--- src/rtl/aes_cbc_ctrl_if.sv ---
// Block stream bundle for the AES chaining controller: input block stream
// and buffered result stream.
interface aes_cbc_ctrl_if;
  logic         in_valid;
  logic         in_ready;
  logic [127:0] in_data;
  logic         in_sof;
  logic         in_last;
  logic         out_valid;
  logic         out_ready;
  logic [127:0] out_data;
  logic         out_last;

  // Controller side
  modport slave (
    input  in_valid, in_data, in_sof, in_last, out_ready,
    output in_ready, out_valid, out_data, out_last
  );

  // Block source / result sink side
  modport master (
    output in_valid, in_data, in_sof, in_last, out_ready,
    input  in_ready, out_valid, out_data, out_last
  );
endinterface

--- src/rtl/aes_cbc_ctrl.sv ---
// ECB/CBC chaining controller in front of a 128-bit AES core: one block in
// flight, one core load per block, result held until consumed.
module aes_cbc_ctrl #(
  parameter int TIMEOUT_CYC = 64,
  parameter int CNT_W       = 16
) (
  input  logic             mclk,
  input  logic             rst,
  input  logic             cfg_mode,
  input  logic             cfg_dir,
  input  logic [127:0]     cfg_iv,
  input  logic [127:0]     cfg_key,
  input  logic             err_clr,
  aes_cbc_ctrl_if.slave    blk,
  output logic             aes_ld,
  output logic [127:0]     aes_key,
  output logic [127:0]     aes_text_in,
  input  logic             aes_done,
  input  logic [127:0]     aes_text_out,
  output logic [CNT_W-1:0] blk_cnt,
  output logic             busy,
  output logic             err_timeout
);

  localparam int TMO_W = $clog2(TIMEOUT_CYC + 1);

  typedef enum logic [1:0] {
    S_IDLE = 2'd0,
    S_LOAD = 2'd1,
    S_WAIT = 2'd2,
    S_OUT  = 2'd3
  } state_t;

  state_t             state_reg, state_next;
  logic [127:0]       save_reg, save_next;
  logic [127:0]       chain_reg, chain_next;
  logic [127:0]       text_reg, text_next;
  logic [127:0]       out_data_reg, out_data_next;
  logic               last_reg, last_next;
  logic               out_valid_reg, out_valid_next;
  logic               out_last_reg, out_last_next;
  logic               mode_reg, mode_next;
  logic               dir_reg, dir_next;
  logic               err_reg, err_next;
  logic [CNT_W-1:0]   cnt_reg, cnt_next;
  logic [TMO_W-1:0]   tmo_reg, tmo_next;

  // Mode/direction/chain seen by the block being accepted: a new message
  // takes them straight from the config inputs.
  logic               mode_eff, dir_eff;
  logic [127:0]       chain_sel;
  logic               err_set;

  assign mode_eff  = blk.in_sof ? cfg_mode : mode_reg;
  assign dir_eff   = blk.in_sof ? cfg_dir  : dir_reg;
  assign chain_sel = blk.in_sof ? cfg_iv   : chain_reg;

  always_comb begin
    state_next     = state_reg;
    save_next      = save_reg;
    chain_next     = chain_reg;
    text_next      = text_reg;
    out_data_next  = out_data_reg;
    last_next      = last_reg;
    out_valid_next = out_valid_reg;
    out_last_next  = out_last_reg;
    mode_next      = mode_reg;
    dir_next       = dir_reg;
    cnt_next       = cnt_reg;
    tmo_next       = tmo_reg;
    err_set        = 1'b0;

    case (state_reg)
      S_IDLE: begin
        if (blk.in_valid) begin
          save_next = blk.in_data;
          last_next = blk.in_last;
          if (blk.in_sof) begin
            chain_next = cfg_iv;
            cnt_next   = '0;
            mode_next  = cfg_mode;
            dir_next   = cfg_dir;
          end
          text_next  = (mode_eff && !dir_eff) ? (blk.in_data ^ chain_sel) : blk.in_data;
          state_next = S_LOAD;
        end
      end
      S_LOAD: begin
        tmo_next   = '0;
        state_next = S_WAIT;
      end
      S_WAIT: begin
        // A completion in the final allowed cycle still counts as success.
        if (aes_done) begin
          if (!dir_reg) begin
            out_data_next = aes_text_out;
            if (mode_reg) chain_next = aes_text_out;
          end else if (mode_reg) begin
            out_data_next = aes_text_out ^ chain_reg;
            chain_next    = save_reg;
          end else begin
            out_data_next = aes_text_out;
          end
          out_valid_next = 1'b1;
          out_last_next  = last_reg;
          state_next     = S_OUT;
        end else if (tmo_reg == TMO_W'(TIMEOUT_CYC - 1)) begin
          err_set    = 1'b1;
          state_next = S_IDLE;
        end else begin
          tmo_next = tmo_reg + 1'b1;
        end
      end
      S_OUT: begin
        if (blk.out_ready) begin
          out_valid_next = 1'b0;
          cnt_next       = cnt_reg + 1'b1;
          state_next     = S_IDLE;
        end
      end
      default: state_next = S_IDLE;
    endcase

    err_next = err_set ? 1'b1 : (err_clr ? 1'b0 : err_reg);
  end

  always_ff @(posedge mclk) begin
    if (rst) begin
      state_reg     <= S_IDLE;
      save_reg      <= '0;
      chain_reg     <= '0;
      text_reg      <= '0;
      out_data_reg  <= '0;
      last_reg      <= 1'b0;
      out_valid_reg <= 1'b0;
      out_last_reg  <= 1'b0;
      mode_reg      <= 1'b0;
      dir_reg       <= 1'b0;
      err_reg       <= 1'b0;
      cnt_reg       <= '0;
      tmo_reg       <= '0;
    end else begin
      state_reg     <= state_next;
      save_reg      <= save_next;
      chain_reg     <= chain_next;
      text_reg      <= text_next;
      out_data_reg  <= out_data_next;
      last_reg      <= last_next;
      out_valid_reg <= out_valid_next;
      out_last_reg  <= out_last_next;
      mode_reg      <= mode_next;
      dir_reg       <= dir_next;
      err_reg       <= err_next;
      cnt_reg       <= cnt_next;
      tmo_reg       <= tmo_next;
    end
  end

  assign blk.in_ready  = (state_reg == S_IDLE);
  assign blk.out_valid = out_valid_reg;
  assign blk.out_data  = out_data_reg;
  assign blk.out_last  = out_last_reg;
  assign aes_ld        = (state_reg == S_LOAD);
  assign aes_key       = cfg_key;
  assign aes_text_in   = text_reg;
  assign blk_cnt       = cnt_reg;
  assign busy          = (state_reg != S_IDLE);
  assign err_timeout   = err_reg;

endmodule

--- src/flat_wrapper.sv ---
// flat-port wrapper written by rule: the top's interface ports become plain ports
module aes_cbc_ctrl_flat 
#(
  parameter int TIMEOUT_CYC = 64,
  parameter int CNT_W       = 16
)
  (mclk, rst, cfg_mode, cfg_dir, cfg_iv, cfg_key, err_clr, aes_ld, aes_key, aes_text_in, aes_done, aes_text_out, blk_cnt, busy, err_timeout, blk_in_valid, blk_in_data, blk_in_sof, blk_in_last, blk_out_ready, blk_in_ready, blk_out_valid, blk_out_data, blk_out_last);
  aes_cbc_ctrl_if blk_i ();
  input  logic mclk;
  input  logic rst;
  input  logic cfg_mode;
  input  logic cfg_dir;
  input  logic [127:0] cfg_iv;
  input  logic [127:0] cfg_key;
  input  logic err_clr;
  output logic aes_ld;
  output logic [127:0] aes_key;
  output logic [127:0] aes_text_in;
  input  logic aes_done;
  input  logic [127:0] aes_text_out;
  output logic [CNT_W-1:0] blk_cnt;
  output logic busy;
  output logic err_timeout;
  input wire logic [$bits(blk_i.in_valid)-1:0] blk_in_valid;
  input wire logic [$bits(blk_i.in_data)-1:0] blk_in_data;
  input wire logic [$bits(blk_i.in_sof)-1:0] blk_in_sof;
  input wire logic [$bits(blk_i.in_last)-1:0] blk_in_last;
  input wire logic [$bits(blk_i.out_ready)-1:0] blk_out_ready;
  output wire logic [$bits(blk_i.in_ready)-1:0] blk_in_ready;
  output wire logic [$bits(blk_i.out_valid)-1:0] blk_out_valid;
  output wire logic [$bits(blk_i.out_data)-1:0] blk_out_data;
  output wire logic [$bits(blk_i.out_last)-1:0] blk_out_last;
  assign blk_i.in_valid = blk_in_valid;
  assign blk_i.in_data = blk_in_data;
  assign blk_i.in_sof = blk_in_sof;
  assign blk_i.in_last = blk_in_last;
  assign blk_i.out_ready = blk_out_ready;
  assign blk_in_ready = blk_i.in_ready;
  assign blk_out_valid = blk_i.out_valid;
  assign blk_out_data = blk_i.out_data;
  assign blk_out_last = blk_i.out_last;
  aes_cbc_ctrl #(.TIMEOUT_CYC(TIMEOUT_CYC), .CNT_W(CNT_W)) u_core (.mclk(mclk), .rst(rst), .cfg_mode(cfg_mode), .cfg_dir(cfg_dir), .cfg_iv(cfg_iv), .cfg_key(cfg_key), .err_clr(err_clr), .blk(blk_i), .aes_ld(aes_ld), .aes_key(aes_key), .aes_text_in(aes_text_in), .aes_done(aes_done), .aes_text_out(aes_text_out), .blk_cnt(blk_cnt), .busy(busy), .err_timeout(err_timeout));
endmodule
--- config.mk ---
export PLATFORM = sky130hd
export DESIGN_NAME = aes_cbc_ctrl_flat
export DESIGN_NICKNAME = d
export VERILOG_FILES = /design/src/rtl/aes_cbc_ctrl_if.sv /design/src/rtl/aes_cbc_ctrl.sv /design/src/flat_wrapper.sv
export SDC_FILE = /design/constraint.sdc
export NUM_CORES = 1
export LEC_CHECK = 0
export BUFFER_PORTS_ARGS = -buffer_cell sky130_fd_sc_hd__buf_2
export CORE_AREA = 2 2 357 359
export DETAILED_ROUTE_END_ITERATION = 6
export DIE_AREA = 0 0 359 361
export PLACE_DENSITY = 0.49
export SYNTH_ARGS = -nofsm -noshare
export SYNTH_HDL_FRONTEND = slang
export SYNTH_SLANG_ARGS = --single-unit
--- constraint.sdc ---
create_clock -name mclk -period 2.5 [get_ports mclk]
set_clock_uncertainty 0.2 [all_clocks]
set_input_delay 0.25 -clock mclk [delete_from_list [all_inputs] [get_ports mclk]]
set_output_delay 0.25 -clock mclk [all_outputs]
set_load 0.01 [all_outputs]
After elaboration in Yosys (flattened, before gate mapping)
Cells that the tools add are included.

storage, ports and cells
  flip-flop bits (word level) = 543
  input port bits = 522
  word-level logic and storage cells = 77

cells by class
  $add $sub $neg = 2
  eq/ne operators = 12
  multiplexer cells = 32
  bitwise logic cells = 2
  reduce and logical (&&, ||, !) cells = 16

operators with widths
  kind                   number
  $mux 128               9
  $pmux 128 s2           1
  $xor 128x128->128      2
  $mux 16                3
  $pmux 16 s2            1
  $add 16x1->16 const B  1
  $mux 7                 2
  $pmux 7 s2             1
  $ne 2x2->1 const B     6
  $reduce_bool 2->1      6
  $mux 1                 9
  $reduce_and 3->1       3
  $mux 2                 4
  $pmux 2 s4             1
  $reduce_and 4->1       2
  $add 7x1->7 const B    1
  $eq 7x6->1 const B     1
  $eq 2x2->1 const B     2
  $reduce_and 2->1       2
  $ne 3x2->1 const B     1
  $eq 2x1->1 const B     1
  $logic_not 2->1        1
  $ne 2x1->1 const B     1
  $pmux 1 s2             1
  2 further kinds        2

Longest topological paths before layout
Gate-level depths: netlist (run 1).

  depth in word-level cells = 5
  depth in mapped cells = 8

Worst setup path before layout (run 1)
OpenSTA, ideal clock, no wires.

  kind = reg2reg
  from = register u_core.state_reg[1]
  to = register u_core.chain_reg[107]
  arrival = 1587 ps
  path slack = 586 ps
  stages on the path, launching flop included = 8
  path buffers = 3
  cell sequence = dfxtp_1 or3b_1 clkbuf_1 a21oi_1 buf_4 buf_4 mux2i_1 nor2_1

on the way
  cells in the longest elaborated chain, start to end = 3

ends and longest elaborated chain
  what                                                       line                 source
  start: declaration                                         aes_cbc_ctrl.sv:34   state_t state_reg, state_next;
  start signal: assignment                                   aes_cbc_ctrl.sv:143  state_reg <= state_next;
  $eq 2x2->1 or $logic_not 2->1 (tied branches)              aes_cbc_ctrl.sv:73   case (state_reg)
  $ne 2x1->1 (no source line), or another cell as far along  -
  $reduce_and 4->1 (no source line)                          -
  end signal: assignment                                     aes_cbc_ctrl.sv:145  chain_reg <= chain_next;
  end: declaration                                           aes_cbc_ctrl.sv:36   logic [127:0] chain_reg, chain_next;

Parallel ways exist; a longest one is shown, timed or not.
A chain may end at the register's enable or synchronous reset.

Worst setup path after layout (run 1)
  from = register u_core.state_reg[1]
  to = register u_core.save_reg[32]

on the way
  cells in the longest elaborated chain, start to end = 2

ends and longest elaborated chain
  what                               line                 source
  $logic_not 2->1                    aes_cbc_ctrl.sv:73
  $reduce_and 2->1 (no source line)  -
  end signal: assignment             aes_cbc_ctrl.sv:144  save_reg <= save_next;
  end: declaration                   aes_cbc_ctrl.sv:35   logic [127:0] save_reg, save_next;

No other way between the ends.

==> run summary, run 1 <==
Max-Cap Viols = 0
Initial antenna violation count = 6
Worst setup path endpoint = u_core.save_reg[32]
Hold Path Depth = 5
Final period util = 95.4%
CTS tree = done
Register area share after synthesis = 38.4%
Hold_sp = cfg_iv[5]
Synth Area in XOR/XNOR = 8.19%
Root Buffer = clkbuf_16
EDFF count, synth = 0
Commonest cells in the netlist = dfxtp_1 (543), mux2i_1 (513), nor2_1 (402)
Global-route wire length before repair = 162 mm
Synth Area in Simple Gates = 11.6%
Synthesis Warnings = 0
R2R depth = 8
Setup TNS Final = 0 ns
Final hold violations = 0
Dominant synthesized flop cell = dfxtp_1
Area of the multi-input gates = 15300 µm²
Total grt overflow = 0
Synth top area cells = dfxtp_1 (38%), mux2i_1 (18%), nor2_1 (5.3%)
Dpl cells = 5171
IO Count = 928
Slew HR = 46.2%
Via count = 25600
Switching Fraction = 29.5%
Yosys top cell by area = dfxtp_1
Clk network pwr share = 40.5%
Critical Path RT = 2.86 ns
Post-synth ARST share = 0%
Crit path capture type = register
Adder-Cell Fraction of Synth Area = 0.0883%
R2R Setup Slk = 0.11 ns
Post-Syn Area = 28300 µm²
PwrDens = 637 nW/µm²
Std cell rows = 130
Tmin final = 2.39 ns
Fmax = 0.419 GHz
Register area = 10900 µm²
#FFs+latches synth = 543
Crit start category = register
Clock Latency Late Sink = 0.62 ns
CTS sink cnt = 543
Kind of critical path = register to register
Pre-antenna DRT Iters = 5
Clk slew on worst S/H paths = 0.06 ns
Sequential power share = 38.7%
Die height = 361 µm
DR WL/cell = 19.3 µm
Vias/cell = 4.46
Chip Width = 359 µm
Worst r2r src = u_core.state_reg[1]
Detailed Place HPWL = 76.0 mm
WP data arrival = 2.74 ns
Tot GR Track Use = 16.2%
Post-synthesis compound-gate area fraction = 15.7%
DR iter-0 viols = 1306
Cells after Synth = 3115
Worst-Margin Slew = 0.808 ns
Die area = 130000 µm²
Worst Path Max Fanout = 31
Area grow syn2layout = 39.9%
Drt total wl = 110 mm
Fraction of layout cells with a size suffix above 1 = 28.2%
Unrepaired setup endpoints after global routing = false
Syn avg cell area = 9.10 µm²
Maximum buffer depth of the clock tree = 3
H-tree levels = 3
Layout Nets = 4545
Pins Over Slew Limit = 0
Largest net degree at the start of global routing = 108
Final Setup Violations = 0
PortBufs = 671
Logic pwr share = 20.9%
Hold/Removal Path Class = primary input to register
Synth cell types = 48
ANT nets after route = 0
Vias in the first global route = 25900
Pre-CTS setup slack = 0.262 ns
Pint = 17.8 mW
Largest family of logic cells by synthesized area = multiplexers
Num CTS Buffers = 71
GPL Wtd Cong = 0.833
Setup WS post-layout = 0.114 ns
Syn nets = 3639
Residual DRC = 0
Leakage = 15.4 nW
Synth top area share = 38.4%
CP startpoint = u_core.state_reg[1]
Non-filler instance count after layout = 5729
Outcome = complete, no violations
Most frequent cell after synthesis = dfxtp_1
Final hold slack = 0.0459 ns
Reg2reg end = u_core.save_reg[32]
Psw = 7.44 mW
Starting Density = 22.6%
Max VDD drop = 0.557 mV
Multiplexer share of the synthesized area = 18.1%
Core area = 125000 µm²
# fillers = 13200
## worst min path at each step
stage	endpoint	slack, ns
finish	u_core.chain_reg[5]	0.05
global route	u_core.chain_reg[85]	0.04
CTS	u_core.mode_reg	0.009
detailed placement	u_core.save_reg[66]	0.25
global placement	u_core.save_reg[106]	0.24
floorplan	u_core.last_reg	0.19
## power groups by stage
stage	clock, mW	sequential [mW]	combinational (mW)
2_1_floorplan	0	9.98	2.92
5_1_grt	10.8	9.83	5.69
3_3_place_gp	0	9.93	4.64
3_5_place_dp	0	9.93	4.67
4_1_cts	10.5	9.75	5.23
6_report	10.2	9.76	5.27
## worst max-delay path: stages (launching register included)
cell and delay (ns):
dfxtp_1 0.36, or2_1 0.26, inv_2 0.06, and2_4 0.17
buf_12 0.21, buf_16 0.21, nand2_1 0.08, a21oi_1 0.13
dlygate4sd3_1 0.55
## per-stage QoR
step / cell area (µm²) / total power [mW] / util [%]
after floorplan: 28300 / 12.9 / -
after global placement: 33000 / 14.6 / 26.3
after detailed placement: 33000 / 14.6 / 26.3
after CTS: 39400 / 25.5 / 31.4
after global routing: 39600 / 26.4 / 31.6
final: 39600 / 25.2 / 31.6
## what timing repair did
item,in CTS,in global routing
buffers inserted,0,11
resized for setup,0,3
endpoints found under the setup margin,0,7
hold buffers,413,0
hold endpoints to repair,522,0
## cells by family (layout without fill, tap and decap cells)
family / Yosys count / count (layout)
multiplexers: 513 / 513
other: 0 / 5
AND/OR/NAND/NOR: 844 / 844
adder cells (fa/ha/maj): 2 / 2
XOR/XNOR: 265 / 265
flip-flops: 543 / 543
buffers and inverters: 388 / 1347
AO/OA/AOI/OAI: 560 / 560
## cells in the final DEF (no fill, tap or decap), drive strengths merged, types with 111 or more instances in the layout
cell and count:
dlygate4sd3 413, nor2 402, clkbuf 111, buf 797, a211oi 261, a21oi 280, xnor2 137, nand2 396
dfxtp 543, mux2i 513, xor2 128
## area by class of cell
type / count / share of cell area, %
Inverter: 7 / 0.0663
Clock buffer: 107 / 5.43
Sequential cell: 543 / 27.4
Antenna cell: 5 / 0.0316
Multi-Input combinational cell: 2184 / 38.5
Tap cell: 1650 / 5.21
Clock inverter: 19 / 0.392
Timing Repair Buffer: 1214 / 22.9
## metal layers
layer	track usage (%)	part of all wire, %	up-vias
met1	19.1	42	12300
met5	0	0.036	-
met3	3.64	5.3	231
li1	-	-	12400
met4	6.82	3.9	6
met2	28.1	48	709
Note: power is estimated with default switching activity, not from simulation.
==> run 2: changes to the inputs <==
- CORE_AREA: 2 2 357 359 -> 2 2 360 362
- DIE_AREA: 0 0 359 361 -> 0 0 362 364
- PLACE_DENSITY: 0.49 -> 0.48
==> run summary, run 2 (synthesis results as in run 1) <==
Initial antenna violation count = 5
Unrepaired setup endpoints after global routing = false
Hold Path Depth = 5
Max-Cap Viols = 0
Total grt overflow = 0
Num CTS Buffers = 72
CP Cell Sequence = or3b_4 -> buf_4 -> buf_16 -> nand2_1 -> a21oi_1 -> dlygate4sd3_1
Via count = 25400
Final hold violations = 0
DR iter-0 viols = 1349
CTS tree = done
Worst Hold End = u_core.aes_text_in[4]
Std cell rows = 132
CP peak stage delay = 0.56 ns
Clk slew on worst S/H paths = 0.06 ns
Setup WS post-layout = 0.0217 ns
Starting Density = 22.1%
Final period util = 99.1%
Most common cell after layout, fill and taps aside = buf_2
Most frequent cells in the layout = buf_2 (669), dfxtp_1 (540), mux2i_1 (513)
PwrDens = 647 nW/µm²
H-tree levels = 3
Chip Width = 362 µm
Max VDD drop = 0.518 mV
Dpl cells = 5216
Pre-CTS setup slack = 0.295 ns
Non-filler instance count after layout = 5765
Hold_sp = blk_in_sof
Die area = 132000 µm²
Root Buffer = clkbuf_16
Outcome = complete, no violations
WP data arrival = 2.82 ns
Overall power = 25.7 mW
Setup TNS Final = 0 ns
Critical Path RT = 2.85 ns
Residual DRC = 0
Crit start category = register
PortBufs = 671
CTS sink cnt = 543
R2R Setup Slk = 0.02 ns
Kind of critical path = register to register
Leakage = 15.5 nW
Hold/Removal Path Class = primary input to register
Drt total wl = 110 mm
Pre-antenna DRT Iters = 5
DR WL/cell = 19.1 µm
Clock Latency Late Sink = 0.69 ns
ANT nets after route = 0
Area grow syn2layout = 40.5%
CP startpoint = u_core.state_reg[1]
Worst Path Max Fanout = 56
Final hold slack = 0.102 ns
GPL Wtd Cong = 0.824
Detailed Place HPWL = 77.1 mm
Slew HR = 41.0%
Layout Nets = 4555
Vias/cell = 4.40
IO Count = 928
Worst r2r src = u_core.state_reg[1]
Die height = 364 µm
R2R depth = 6
Worst-Margin Slew = 0.885 ns
Global-route wire length before repair = 161 mm
Tmin final = 2.48 ns
Tot GR Track Use = 15.9%
Crit path capture type = register
Core area = 128000 µm²
Post-CTS Setup Bufs = 0
Fraction of layout cells with a size suffix above 1 = 28.4%
Maximum buffer depth of the clock tree = 3
Crit-path slowest cell = dlygate4sd3_1
Vias in the first global route = 25700
Pins Over Slew Limit = 0
Largest net degree at the start of global routing = 111
Final Setup Violations = 0
Reg2reg end = u_core.save_reg[30]
Fmax = 0.403 GHz
## run 2: cell types whose count changed in the layout (fill, tap and decap cells not counted), moves of 3 or more
| cell | change |
|---|---|
| bufinv_16 | +3 |
| buf_4 | +8 |
| clkbuf_8 | -7 |
| diode_2 | -3 |
| clkinv_2 | +5 |
## run 2: layer usage
layer | GRT usage [%] | wire, µm
met5 | 0.545 | 116
met4 | 7.32 | 4220
met3 | 3.69 | 6520
met2 | 26.8 | 52700
met1 | 19.2 | 46600
## run 2: final cells by class
cell class              count  area [µm²]
repair buffers           1223        9120
clock inverters            30         359
fillers                 13500       88500
diodes                      2        5.00
multi-input cells        2184       15300
well taps                1675        2100
inverters                   7        26.3
clock buffers             101        2060
flip-flops and latches    543       10900
## run 2: worst max path at each step
stage | endpoint | slack [ns]
floorplan | u_core.chain_reg[107] | 0.59
CTS | u_core.save_reg[92] | 0.03
global placement | u_core.chain_reg[46] | 0.33
finish | u_core.save_reg[30] | 0.02
global route | u_core.save_reg[3] | 0.0004
detailed placement | u_core.chain_reg[40] | 0.29
## run 2: stage by stage
step           utilization [%]  instance area (µm²)
6_report                  31.0                39800
5_1_grt                   31.0                39800
2_1_floorplan                -                28300
3_5_place_dp              25.9                33200
3_3_place_gp              25.9                33200
4_1_cts                   31.0                39800
## run 2: timing repair
action                                  4_1_cts  5_1_grt
hold buffers                                415        0
endpoints found under the setup margin        0       13
gates resized for setup                       0        5
endpoints found under the hold margin       531        0
## run 2: power breakdown
group / leakage (nW) / total [mW] / switching (mW) / internal (mW)
Sequential: 4.45 / 9.76 / 0.435 / 9.33
Clock: 1.19 / 10.7 / 4.50 / 6.24
Combinational: 9.81 / 5.24 / 2.83 / 2.41
Total: 15.5 / 25.7 / 7.76 / 18.0
## run 2: worst max-delay path, delay by kind of cell, from the launching register on
kind	cells	cell delay (ns)
simple gates	2	0.56
compound gates	1	0.07
buf+inv	3	1.03
flops	1	0.37
==> run 3: changes to the inputs <==
- CELL_PAD_IN_SITES_DETAIL_PLACEMENT: unset -> 0
- CELL_PAD_IN_SITES_GLOBAL_PLACEMENT: unset -> 1
- PLACE_DENSITY: 0.48 -> 0.59
==> run summary, run 3 (synthesis results as in run 1) <==
CP Cell Sequence = or2_4 -> inv_2 -> and2_4 -> buf_16 -> buf_6 -> nand2_1 -> a21oi_1 -> dlygate4sd3_1
Pre-CTS setup slack = 0.351 ns
DR WL/cell = 19.6 µm
Drt total wl = 113 mm
CP startpoint = u_core.state_reg[1]
Critical Path RT = 2.90 ns
Pre-antenna DRT Iters = 5
Largest net degree at the start of global routing = 96
Worst-Margin Slew = 0.736 ns
ANT nets after route = 0
CP bufs+invs = 4
Starting Density = 22.1%
Area of the multi-input gates = 15300 µm²
Final Util = 31.2%
Fmax = 0.422 GHz
PortBufs = 671
Hold/Removal Path Class = primary input to register
Setup WS post-layout = 0.130 ns
Register area = 10900 µm²
Crit path depth = 8
Core area = 128000 µm²
Tmin final = 2.37 ns
Leakage = 15.5 nW
H-tree levels = 3
Most common cell after layout, fill and taps aside = buf_2
Clock Latency Late Sink = 0.68 ns
Hold Path Depth = 4
Fraction of layout cells with a size suffix above 1 = 28.2%
Worst Path Max Fanout = 18
WP data arrival = 2.77 ns
Crit path max-delay family = buffers and inverters
Initial antenna violation count = 9
Vias/cell = 4.40
CTS tree = done
Final Setup Violations = 0
Final period util = 94.8%
DR iter-0 viols = 1222
PwrDens = 638 nW/µm²
Kind of critical path = register to register
# fillers = 13600
Unrepaired setup endpoints after global routing = false
IO Count = 928
Residual DRC = 0
Chip Width = 362 µm
Layout Nets = 4563
Std cell rows = 132
Die height = 364 µm
Overall power = 25.5 mW
Outcome = complete, no violations
Most frequent cells in the layout = buf_2 (669), dfxtp_1 (542), mux2i_1 (513)
Slew HR = 50.9%
Worst r2r src = u_core.state_reg[1]
CTS sink cnt = 543
Pins Over Slew Limit = 0
Crit-path slowest cell = dlygate4sd3_1
Root Buffer = clkbuf_16
R2R depth = 8
Max-Cap Viols = 0
GPL Wtd Cong = 0.810
Hold_sp = blk_in_data[99]
Via count = 25400
Vias in the first global route = 26100
Num CTS Buffers = 72
Total grt overflow = 0
Final hold violations = 0
Tot GR Track Use = 16.3%
Area grow syn2layout = 41.1%
Crit start category = register
Maximum buffer depth of the clock tree = 3
Max VDD drop = 0.467 mV
CP peak stage delay = 0.57 ns
Setup TNS Final = 0 ns
Die area = 132000 µm²
Global-route wire length before repair = 163 mm
Dpl cells = 5213
Non-filler instance count after layout = 5770
Crit path capture type = register
Detailed Place HPWL = 78.2 mm
Clk slew on worst S/H paths = 0.06 ns
run 3: cell types whose count changed in the layout (fill, tap and decap cells not counted), sizes merged, moves of 3 or more:
cell,delta
clkinv,-5
clkbuf,+5
dlygate4sd3,+6
diode,+3
run 3: timing repair:
item,CTS,global route
setup buffers,0,2
resized for setup,0,10
endpoints found under the hold margin,526,0
setup endpoints to repair,0,22
hold buffers,421,0
run 3: power by group:
group / leakage (nW) / switching, mW / internal (mW)
logic: 9.94 / 2.87 / 2.47
clock network: 1.14 / 4.30 / 6.08
registers: 4.45 / 0.451 / 9.33
run 3: area by class of cell:
class                           instances  area share [%]
Antenna cell                            5          0.0313
Clock buffer                          103            5.18
Clock inverter                         22           0.601
Inverter                                7          0.0657
Multi-Input combinational cell       2184            38.2
Sequential cell                       543            27.2
Tap cell                             1675            5.24
Timing Repair Buffer                 1231            23.5
run 3: stage by stage:
step	hold WS [ns]	cell area, µm²
finish	0.176	40000
global route	0.137	40000
CTS	0.0727	39800
detailed placement	0.246	33300
global placement	0.243	33300
floorplan	0.186	28300
run 3: final timing paths:
path	end	slack, ns
setup / recovery	u_core.save_reg[22]	0.13
hold / removal	u_core.save_reg[99]	0.18
setup reg to reg	u_core.save_reg[22]	0.13
hold reg to reg	u_core.save_reg[6]	0.25
run 3: per-layer routing:
layer  global-route usage, %  vias to the layer above  routed length, µm
met5                       0                        -                 46
met4                    8.55                        6               5280
met3                    3.75                      247               5830
met2                    27.6                      644              54200
met1                    19.1                    12100              47500
li1                        -                    12400                  -
run 3: tightest hold or removal path: cells and delay by family:
kind / cells / cell delay, ns
and+or+nand+nor: 1 / 0.05
AOI/OAI and AO/OA: 1 / 0.05
buffers and inverters: 2 / 0.65
